## src/rtl/load_store_unit.sv

```systemverilog
// Load/store unit: formats byte/half/word accesses onto a word-wide memory port.
// Requests are latched on accept; illegal or misaligned requests respond with an
// error without touching memory. A WAIT-state counter bounds the memory latency.
module load_store_unit #(
  parameter int TIMEOUT = 255
) (
  input  logic        clk,
  input  logic        rst,
  input  logic        req_valid,
  output logic        req_ready,
  input  logic        req_we,
  input  logic [2:0]  req_op,
  input  logic [31:0] req_addr,
  input  logic [31:0] req_wdata,
  output logic        resp_valid,
  input  logic        resp_ready,
  output logic [31:0] resp_rdata,
  output logic        resp_err,
  output logic        mem_req_valid,
  input  logic        mem_req_ready,
  output logic [31:0] mem_addr,
  output logic        mem_we,
  output logic [3:0]  mem_wmask,
  output logic [31:0] mem_wdata,
  input  logic        mem_rvalid,
  input  logic [31:0] mem_rdata
);

  typedef enum logic [1:0] {IDLE, REQ, WAIT, RESP} state_e;

  state_e      state_q, state_d;
  logic        we_q, we_d;
  logic [2:0]  op_q, op_d;
  logic [31:0] addr_q, addr_d;
  logic [31:0] wdata_q, wdata_d;
  logic [15:0] cnt_q, cnt_d;
  logic [31:0] rdata_q, rdata_d;
  logic        err_q, err_d;

  logic        bad_req;
  logic [7:0]  byte_sel;
  logic [15:0] half_sel;
  logic [31:0] ld_data;

  // Classify the incoming request: unknown opcode or misaligned address
  always_comb begin
    bad_req = 1'b0;
    if (req_we) bad_req = (req_op[1:0] == 2'b11);
    else        bad_req = (req_op == 3'b011) || (req_op[2:1] == 2'b11);
    if (req_op[1:0] == 2'b01 && req_addr[0])          bad_req = 1'b1;
    if (req_op[1:0] == 2'b10 && req_addr[1:0] != 2'b00) bad_req = 1'b1;
  end

  // Extract and extend the addressed lane of the returned word
  always_comb begin
    byte_sel = mem_rdata[{addr_q[1:0], 3'b000} +: 8];
    half_sel = addr_q[1] ? mem_rdata[31:16] : mem_rdata[15:0];
    ld_data  = '0;
    if (!we_q) begin
      case (op_q)
        3'b000:  ld_data = {{24{byte_sel[7]}}, byte_sel};
        3'b001:  ld_data = {{16{half_sel[15]}}, half_sel};
        3'b010:  ld_data = mem_rdata;
        3'b100:  ld_data = {24'b0, byte_sel};
        3'b101:  ld_data = {16'b0, half_sel};
        default: ld_data = '0;
      endcase
    end
  end

  // State and datapath registers
  always_ff @(posedge clk or negedge rst) begin
    if (!rst) begin
      state_q <= IDLE;
      we_q    <= 1'b0;
      op_q    <= '0;
      addr_q  <= '0;
      wdata_q <= '0;
      cnt_q   <= '0;
      rdata_q <= '0;
      err_q   <= 1'b0;
    end else begin
      state_q <= state_d;
      we_q    <= we_d;
      op_q    <= op_d;
      addr_q  <= addr_d;
      wdata_q <= wdata_d;
      cnt_q   <= cnt_d;
      rdata_q <= rdata_d;
      err_q   <= err_d;
    end
  end

  // Next state; request fields latch on accept, response fields on entry to RESP
  always_comb begin
    state_d = state_q;
    we_d    = we_q;
    op_d    = op_q;
    addr_d  = addr_q;
    wdata_d = wdata_q;
    cnt_d   = cnt_q;
    rdata_d = rdata_q;
    err_d   = err_q;
    case (state_q)
      IDLE: if (req_valid) begin
        we_d    = req_we;
        op_d    = req_op;
        addr_d  = req_addr;
        wdata_d = req_wdata;
        if (bad_req) begin
          state_d = RESP;
          err_d   = 1'b1;
          rdata_d = '0;
        end else begin
          state_d = REQ;
        end
      end
      REQ: if (mem_req_ready) begin
        state_d = WAIT;
        cnt_d   = '0;
      end
      WAIT: begin
        // A completion arriving on the last allowed cycle still counts as data
        if (mem_rvalid) begin
          state_d = RESP;
          err_d   = 1'b0;
          rdata_d = ld_data;
        end else if (cnt_q == 16'(TIMEOUT - 1)) begin
          state_d = RESP;
          err_d   = 1'b1;
          rdata_d = '0;
        end else begin
          cnt_d = cnt_q + 16'd1;
        end
      end
      RESP: if (resp_ready) state_d = IDLE;
      default: state_d = IDLE;
    endcase
  end

  // Outputs derive only from state and latched request fields
  always_comb begin
    req_ready     = (state_q == IDLE);
    mem_req_valid = (state_q == REQ);
    resp_valid    = (state_q == RESP);
    resp_rdata    = rdata_q;
    resp_err      = err_q;
    mem_addr      = {addr_q[31:2], 2'b00};
    mem_we        = we_q;
    mem_wmask     = 4'b0000;
    mem_wdata     = '0;
    if (we_q) begin
      case (op_q[1:0])
        2'b00: begin
          mem_wmask = 4'b0001 << addr_q[1:0];
          mem_wdata = {4{wdata_q[7:0]}};
        end
        2'b01: begin
          mem_wmask = 4'b0011 << addr_q[1:0];
          mem_wdata = {2{wdata_q[15:0]}};
        end
        2'b10: begin
          mem_wmask = 4'b1111;
          mem_wdata = wdata_q;
        end
        default: begin
          mem_wmask = 4'b0000;
          mem_wdata = '0;
        end
      endcase
    end
  end

endmodule

```

## config.mk

```make
export PLATFORM = sky130hd
export DESIGN_NAME = load_store_unit
export DESIGN_NICKNAME = d
export VERILOG_FILES = /design/src/rtl/load_store_unit.sv
export SDC_FILE = /design/constraint.sdc
export NUM_CORES = 1
export LEC_CHECK = 0
export ABC_AREA = 1
export BUFFER_PORTS_ARGS = -buffer_cell sky130_fd_sc_hd__buf_2
export CORE_MARGIN = 5
export CORE_UTILIZATION = 45
export DETAILED_ROUTE_END_ITERATION = 6
export MAX_ROUTING_LAYER = met4
export PLACE_DENSITY = 0.72
export REMOVE_ABC_BUFFERS = 1
export SLEW_MARGIN = 30
export SYNTH_ARGS = -nofsm -noshare
export SYNTH_HDL_FRONTEND = slang
export SYNTH_SLANG_ARGS = --single-unit
```

## constraint.sdc

```tcl
create_clock -name clk -period 2.45 [get_ports clk]
set_input_delay 0.49 -clock clk [delete_from_list [all_inputs] [get_ports clk]]
set_output_delay 0.49 -clock clk [all_outputs]
set_load 0.01 [all_outputs]
```

==> results of run 1 <==
-- final cells by class --
cell class	instances	area, um2
fillers	1270	5820
inverters	57	219
well taps	180	225
repair buffers	228	1240
multi-input cells	542	2860
flip-flops and latches	119	2980
clock buffers	20	447
clock inverters	12	128
diodes	4	10.0
-- Yosys cell counts (5+ instances only) --
library cell	instances
or2_2	5
buf_2	11
o21ai_1	24
dfrtp_1	119
nand2_1	237
clkbuf_1	16
ha_1	6
nand3_1	32
xor2_1	5
and3_1	16
inv_1	49
o21ai_0	34
inv_2	6
buf_4	34
mux2_2	54
nor2_1	52
nand4_1	6
a21oi_1	50
-- worst min path at each step --
stage / start / end / depth (start not counted)
after global routing: rst / wdata_q[23] / 1
after CTS: rst / wdata_q[17] / 1
after floorplan: rst / addr_q[0] / 0
after detailed placement: resp_rdata[20] / resp_rdata[20] / 2
final: rst / wdata_q[17] / 1
after global placement: resp_rdata[18] / resp_rdata[18] / 2
-- through the flow --
step / instance area [um2] / power, uW / hold WS, ns / setup WS, ns
after global routing: 8110 / 10800 / 0.126 / 0.0422
final: 8110 / 10000 / 0.0829 / 0.126
after floorplan: 6050 / 5830 / 0.194 / -0.407
after detailed placement: 7500 / 7620 / 0.469 / 0.449
after global placement: 7500 / 7540 / 0.463 / 0.471
after CTS: 8100 / 10100 / 0.0920 / 0.00766
-- registers in the layout, indices dropped and copies added, names as in the netlist --
| register | count |
|---|---|
| resp_err | 1 |
| addr_q | 32 |
| op_q | 3 |
| mem_we | 1 |
| wdata_q | 32 |
| resp_rdata | 32 |
| state_q | 2 |
| cnt_q | 16 |
-- report_power, final --
| group | internal (uW) | leakage (uW) | switching [uW] |
|---|---|---|---|
| Combinational | 1870 | 0.00248 | 2660 |
| Clock | 1520 | 0.000272 | 884 |
| Sequential | 2650 | 0.00149 | 448 |
-- worst register-to-register path: stages, from the launching register on --
cell	delay, ns
dfrtp_2	0.47
nor2_4	0.29
inv_2	0.06
nor2_1	0.14
nand2_1	0.41
and3_1	0.31
o21ai_0	0.18
-- cells by family after synthesis --
kind of cell,Yosys count
AO/OA/AOI/OAI,117
XOR/XNOR,5
adder cells (fa/ha/maj),6
buffers and inverters,120
flip-flops,119
multiplexers,54
other,1
AND/OR/NAND/NOR,358
-- cells in the final DEF (no fill, tap or decap), types with 3 or more instances in the layout --
cell,instances
nand2_1,236
buf_2,207
dfrtp_1,117
mux2_2,54
nor2_1,51
a21oi_1,50
inv_1,49
o21ai_0,34
nand3_1,32
o21ai_1,24
clkbuf_16,17
buf_4,17
and3_1,16
nand4_1,6
ha_1,6
inv_2,5
xor2_1,5
or2_2,5
diode_2,4
clkinvlp_4,4
clkinv_2,4
buf_12,4
nor3_1,3
o21bai_1,3
-- layer usage --
metal  wire length (um)  part of all wire (%)
met5                  0                     0
met4                448                   2.5
met3               1410                   7.9
met2               8730                    49
met1               7310                    41
-- timing repair --
| item | 4_1_cts | 5_1_grt |
|---|---|---|
| pin swaps | 1 | 0 |
| resized for setup | 0 | 4 |
| endpoints found under the setup margin | 3 | 19 |
| cloned | 0 | 0 |
| buffers inserted | 1 | 0 |
==> results.toml, run 1 <==
[run_status]
status = "finished, final reports clean"

[global_routing]
antenna_found_initial = 4
met2_usage_pct = 36.6
globalRouteMet1Util_pct = 26.7
grt_overflow = 0
grt_pass1_vias = 5782
grt_pass1_wl_um = 29000
grt.total_usage_pct = 22.6
grt_max_degree = 47
grt_busiest_layer = "met2"
met3_usage_pct = 6.31

[yosys]
yosysWarnings = 0
yosys.area_share.simple_pct = 23.4
syn_area_per_cell_um2 = 8.24
ys_seq_area_share_pct = 46.3
synth_top_family_by_area = "simple AND/OR/NAND/NOR gates"
synth_area_leaders = "dfrtp_1 46%, nand2_1 14%, mux2_2 9.5%"
yosys.area.top_type = "dfrtp_1"
yosysUniqueCellTypes = 36
synthDominantCellAreaShare_pct = 46.3
synthMuxAreaShare_pct = 9.46
synth_edf_count = 0
async_flop_share_pct = 100
synthAdderAreaFrac_pct = 1.17
syn_inst = 780
synth_area_mm2 = 0.00643
synthXorXnorAreaFrac_pct = 0.681
ys_seq_elements = 119
synth-compound-area-share_pct = 9.52
ys.flop_type = "dfrtp_1"

[finish]
utilization_pct = 58.2
stdcell_count = 1162
syn_to_final_growth_pct = 26.2
drive_gt1_share_pct = 34.3
fin_nets = 1077

[route]
drtAntennaViolNets = 0
drt-initial-drc-count = 360
drtPass1Iterations = 4
vias_per_cell = 5.00
drc_errors = 0
wl_per_cell_um = 15.4
routed_wl_um = 17900
via_count = 5812

[power]
p_leak_uw = 0.00425
power_density_mw_per_mm2 = 1240
vdd_drop_max_mv = 0.725

[setup_path]
crit_slowest_cell = "dfrtp_2"
path_buf_inv = 3
r2r_end = "resp_rdata[18]"
cpLargestDelayFamily = "buffers and inverters"
worst_r2r_path_depth = 6
crit_type = "flip-flop to output port"
r2r_start = "op_q[1]"
crit_path_max_incr_delay_ns = 0.47
cp.depth = 5
endpoint = "mem_wdata[14]"
required_ns = 1.96
start_kind = "flip-flop"
r2r_setup_slack_ns = 0.51
worstPathCellList = "inv_4 -> o21ai_2 -> buf_4 -> a21oi_1 -> buf_2"
end_kind = "output port"
worstPathMaxFanout = 17
critPathArrivalTime_ns = 1.83
crit_start = "op_q[1]"

[timing]
fin_skew_ns = 0.00522
period_needed_ns = 2.32
slew_headroom_pct = 57.8
finalSetupTns_ns = 0
final_max_slew_viol_count = 0
rsz0062_at_grt = "false"
hold_viol_final = 0
clock.fmax_ghz = 0.430
worst_pin_slew_ns = 0.632
period_share_pct = 94.9
finalSetupViolCount = 0

[placed_design]
hpwl_um = 13400
dp.cells = 1125
numPortBuffers = 208
place_congestion = 0.880

[clock_network]
cts_buffers = 17
clkLatencyLatePin_ns = 0.41
clk_pin_slew_worst_paths_ns = 0.05
clock-sinks = 119
cts_max_path_buffers = 2
postCtsHoldBufs = 0
root_buffer = "clkbuf_16"
cts_tree = "yes"
cts_max_level = 4

[run]
cap_violations = 0

[floorplanning]
std_cell_rows = 43
core_mm2 = 0.0139
ios = 211
die_width_um = 130
die_y_um = 130
start_util_pct = 46.1
dieArea_mm2 = 0.0168

[hold_path]
worst_hold_path_type = "input pin to async pin"
Note: power is estimated with default switching activity, not from simulation.
==> run 2: changes to the inputs <==
- ABC_AREA: 1 -> default
- PLACE_DENSITY: 0.72 -> 0.73
==> run 2 against run 1 <==
Against the previous run: sequential share of layout area down 0.87 points; maximum frequency about the same; synthesized area up 2.2%; cell count down 13%; combinational power up 8.2%; first-iteration DRC count down 38%; clock skew up 0.00070 ns; critical endpoint is now mem_wdata[11].
==> results.toml, run 2 <==
[timing]
clock.fmax_ghz = 0.430
whs_ns = 0.0589
final_max_slew_viol_count = 0
worst_pin_slew_ns = 0.559
fin_skew_ns = 0.00592
slew_headroom_pct = 62.7
period_needed_ns = 2.32
setup_ws_ns = 0.125
finalSetupTns_ns = 0
period_share_pct = 94.9
hold_viol_final = 0
finalSetupViolCount = 0
rsz0062_at_grt = "false"

[route]
via_count = 5316
drt-initial-drc-count = 223
drc_errors = 0
drtAntennaViolNets = 0
wl_per_cell_um = 17.0
drtPass1Iterations = 5
vias_per_cell = 5.27
routed_wl_um = 17100

[run_status]
status = "finished, final reports clean"

[setup_path]
worstPathMaxFanout = 17
critPathArrivalTime_ns = 1.83
required_ns = 1.96
end_kind = "output port"
start_kind = "flip-flop"
r2r_setup_slack_ns = 0.32
crit_type = "flip-flop to output port"

[hold_path]
worst_hold_path_type = "input pin to async pin"

[clock_network]
cts_max_level = 4
post-cts-setup-buffer-count = 0
clkLatencyLatePin_ns = 0.41
cts_max_path_buffers = 2
postCtsHoldBufs = 0
cts_tree = "yes"
root_buffer = "clkbuf_16"
clk_pin_slew_worst_paths_ns = 0.05
clock-sinks = 119
cts_buffers = 17

[global_routing]
grt_overflow = 0
grt_pass1_wl_um = 27400
grt_max_degree = 42
grt.total_usage_pct = 21.1
antenna_found_initial = 0
grt_pass1_vias = 5346

[power]
p_seq_share_pct = 30.2
p_int_uw = 6600
pwr-share-comb_pct = 46.2
switching_share_pct = 37.7
p_sw_uw = 4000
pwr-share-clk_pct = 23.6
power_density_mw_per_mm2 = 1280
vdd_drop_max_mv = 0.923
p_leak_uw = 0.00404

[yosys]
synth_area_leaders = "dfrtp_1 45%, mux2_2 17%, a21oi_1 4.8%"
ys_seq_area_share_pct = 45.3
synth_common_cells = "119 x dfrtp_1, 100 x mux2_2, 63 x a21oi_1, 47 x nand2_1"
ys_seq_elements = 119
yosys.area.top_type = "dfrtp_1"
synthXorXnorAreaFrac_pct = 0.800
synth-compound-area-share_pct = 10.9
yosysWarnings = 0
yosysMostFrequentCell = "dfrtp_1"
synth_top_family_by_area = "multiplexers"
syn_inst = 630
synthDominantCellAreaShare_pct = 45.3
syn_area_per_cell_um2 = 10.4
ys.flop_type = "dfrtp_1"
synthAdderAreaFrac_pct = 1.14
yosysUniqueCellTypes = 57
synthMuxAreaShare_pct = 20.9
synth_edf_count = 0
async_flop_share_pct = 100
synth_area_mm2 = 0.00657
yosys.area_share.simple_pct = 13.9

[finish]
stdcell_count = 1008
fin_nets = 923
layout_common_cells = "207 x buf_2, 118 x dfrtp_1, 100 x mux2_2, 63 x a21oi_1, 46 x nand2_1"
utilization_pct = 57.6
num-fill-cells = 1252
drive_gt1_share_pct = 45.8
syn_to_final_growth_pct = 26.4
final_common_cell = "buf_2"

[placed_design]
place_congestion = 0.908
hpwl_um = 12600
dp.cells = 976
numPortBuffers = 208
dp_worst_setup_slack_ns = 0.295

[floorplanning]
std_cell_rows = 44
die_y_um = 131
dieArea_mm2 = 0.0171
start_util_pct = 45.6
ios = 211
die_width_um = 131
core_mm2 = 0.0144

[run]
cap_violations = 0
[run 2: final cells by class]
class	instances	area (um2)	area share, %
clock inverter	10	121	1.46
multi-input combinational	430	3150	38.0
clock buffer	21	480	5.78
antenna	1	2.50	0.0301
timing repair buffer	235	1310	15.8
inverter	8	30.0	0.362
tap	184	230	2.77
sequential	119	2980	35.9
[run 2: worst max-delay path, stage by stage, from the launching register on]
cell     delay, ns
dfrtp_1       0.51
nor2b_1       0.21
buf_4         0.25
a21oi_1       0.11
nor2b_1       0.17
buf_2         0.16
[run 2: power groups by stage]
stage               registers [uW]  logic (uW)  clock network, uW
floorplan                     3400        2780                  0
global placement              3190        4860                  0
detailed placement            3220        4910                  0
CTS                           3210        4950               2540
global route                  3310        5370               2660
finish                        3200        4900               2500
[run 2: kinds of logic (layout without fill, tap and decap cells)]
family          after synthesis  count (layout)
buf+inv                      82             274
flops                       119             119
xor+xnor                      6               6
fa+ha+maj                     6               6
simple gates                177             177
compound gates              116             116
mux                         123             123
other cells                   1               3
[run 2: repair_timing]
| item | in CTS | in global routing |
|---|---|---|
| endpoints found under the setup margin | 1 | 0 |
| endpoints found under the hold margin | 0 | 0 |
| resized for setup | 1 | 0 |
[run 2: through the flow]
step / instance area (um2) / power, uW
after floorplan: 6150 / 6180
after global placement: 7700 / 8050
after detailed placement: 7700 / 8130
after CTS: 8300 / 10700
after global routing: 8300 / 11300
final: 8310 / 10600
[run 2: routing by layer]
metal	track usage, %	wire length (um)	vias to the layer above
li1	-	-	2554
met1	25.6	6970	2571
met2	34.9	8860	166
met3	4.92	948	25
met4	7.20	306	0
met5	-	0	-
[run 2: final timing paths]
kind	depth (start not counted)	from	to
worst max register to register	6	cnt_q[12]	resp_rdata[30]
worst max-delay path	5	op_q[1]	mem_wdata[11]
min in group clk	2	req_addr[27]	addr_q[27]
worst min-delay path	1	rst	wdata_q[30]
worst min register to register	1	resp_rdata[10]	resp_rdata[10]
max in group asynchronous	2	rst	resp_rdata[19]
==> run 3: changes to the inputs <==
- clock period: 2.45 -> 2.3 ns (I/O delays scaled with it)
==> run 3 against run 2 <==
Against the previous run: setup slack improved by 0.0060 ns; critical path depth unchanged; hold slack got worse by 0.038 ns; largest cell class unchanged; design area barely moved.
==> results.toml, run 3 (synthesis gave the netlist of run 2 again) <==
[placed_design]
hpwl_um = 12300
placed_cell_area_mm2 = 0.00769
place_congestion = 0.888
dp.cells = 975
dp_worst_setup_slack_ns = 0.184
numPortBuffers = 208

[floorplanning]
ios = 211
core_mm2 = 0.0144
dieArea_mm2 = 0.0171
die_y_um = 131
die_width_um = 131
std_cell_rows = 44
start_util_pct = 45.6

[run_status]
status = "finished, final reports clean"

[power]
p_sw_uw = 4330
pwr-share-comb_pct = 46.9
power_density_mw_per_mm2 = 1360
switching_share_pct = 38.4
pwr-share-clk_pct = 23.1
p_int_uw = 6940
vdd_drop_max_mv = 0.794
p_leak_uw = 0.00405
p_seq_share_pct = 30.1

[run]
cap_violations = 0

[setup_path]
r2r_setup_slack_ns = 0.14
worstPathMaxFanout = 8
r2r_start = "cnt_q[12]"
worstPathCellList = "inv_1 -> mux2_2 -> nor2_1 -> o21a_1 -> buf_2"
critPathArrivalTime_ns = 1.71
worst_r2r_path_depth = 6
crit_slowest_cell = "dfrtp_2"
crit_type = "flip-flop to output port"
crit_path_max_incr_delay_ns = 0.49
start_kind = "flip-flop"
crit_start = "addr_q[1]"
end_kind = "output port"
r2r_end = "resp_rdata[26]"
required_ns = 1.84

[clock_network]
cts_buffers = 17
cts_max_level = 4
clk_pin_slew_worst_paths_ns = 0.06
clock-sinks = 119
clkLatencyLatePin_ns = 0.41
cts_tree = "yes"
cts_max_path_buffers = 2
root_buffer = "clkbuf_16"

[timing]
hold_viol_final = 0
slew_headroom_pct = 64.3
clock.fmax_ghz = 0.461
setup_ws_ns = 0.131
finalSetupViolCount = 0
period_share_pct = 94.3
period_needed_ns = 2.17
fin_skew_ns = 0.0116
worst_pin_slew_ns = 0.536
rsz0062_at_grt = "false"
final_max_slew_viol_count = 0

[finish]
layout_common_cells = "207 x buf_2, 115 x dfrtp_1, 100 x mux2_2, 63 x a21oi_1, 46 x nand2_1"
final_common_cell = "buf_2"
num_antenna_cells = 0
syn_to_final_growth_pct = 26.5
drive_gt1_share_pct = 46.4
fin_nets = 925
fin_area_mm2 = 0.00831
stdcell_count = 1010

[route]
via_count = 5305
drtPass1Iterations = 4
vias_per_cell = 5.25
drtAntennaViolNets = 0
drt-initial-drc-count = 278
routed_wl_um = 16700
drc_errors = 0
wl_per_cell_um = 16.6

[global_routing]
antenna_found_initial = 0
grt_max_degree = 69
grt.total_usage_pct = 20.0
grt_pass1_vias = 5078
grt_overflow = 0
grt_pass1_wl_um = 26000

[hold_path]
worst_hold_path_type = "input pin to async pin"
## run 3: how the worst max path moves through the flow
| stage | endpoint | slack, ns | depth (start not counted) |
|---|---|---|---|
| 2_1_floorplan | resp_rdata[13] | -0.85 | 4 |
| 3_5_place_dp | resp_rdata[28] | 0.18 | 6 |
| 6_report | mem_wmask[2] | 0.13 | 5 |
| 4_1_cts | mem_wmask[2] | 0.04 | 5 |
| 5_1_grt | mem_wmask[2] | 0.03 | 5 |
| 3_3_place_gp | resp_rdata[17] | 0.22 | 7 |
## run 3: stage by stage
stage | setup TNS [ns] | total power, uW | util [%] | hold slack, ns
floorplan | -60.61 | 6580 | - | 0.164
global placement | 0 | 8580 | 53.3 | 0.467
detailed placement | 0 | 8670 | 53.3 | 0.475
CTS | 0 | 11300 | 57.5 | 0.0370
global route | 0 | 12000 | 57.6 | 0.0535
finish | 0 | 11300 | 57.6 | 0.0210
## run 3: worst max-delay path, delay by kind of cell, from the launching register on
family	cells	cell delay (ns)
flops	1	0.49
mux	1	0.34
buf+inv	2	0.26
compound gates	1	0.14
simple gates	1	0.09
## run 3: repair_timing
action / 4_1_cts / 5_1_grt
pin swaps: 0 / 0
buffers inserted: 0 / 3
gates cloned: 0 / 0
hold buffers: 0 / 0
endpoints found under the setup margin: 25 / 14
resized for setup: 2 / 2
## run 3: layout make-up
cell class                 count  area [um2]
clock buffer                  19         453
clock inverter                13         138
fill                        1271        6110
inverter                       8        30.0
multi-input combinational    430        3150
sequential                   119        2980
tap                          184         230
timing repair buffer         237        1320
## run 3: power groups by stage
| stage | registers, uW | logic [uW] | clock network [uW] |
|---|---|---|---|
| after floorplan | 3630 | 2960 | 0 |
| after global placement | 3410 | 5180 | 0 |
| after detailed placement | 3440 | 5230 | 0 |
| after CTS | 3410 | 5250 | 2650 |
| after global routing | 3480 | 5760 | 2760 |
| final | 3390 | 5280 | 2600 |
## run 3: layer usage
layer  track usage [%]  part of all wire, %  vias to the layer above  wire length, um
li1                  -                    -                     2548                -
met1              24.9                   42                     2581             7080
met2              32.8                   51                      157             8560
met3              4.11                  5.1                       19              852
met4              6.23                  1.4                        0              227
met5                 -                    0                        -                0
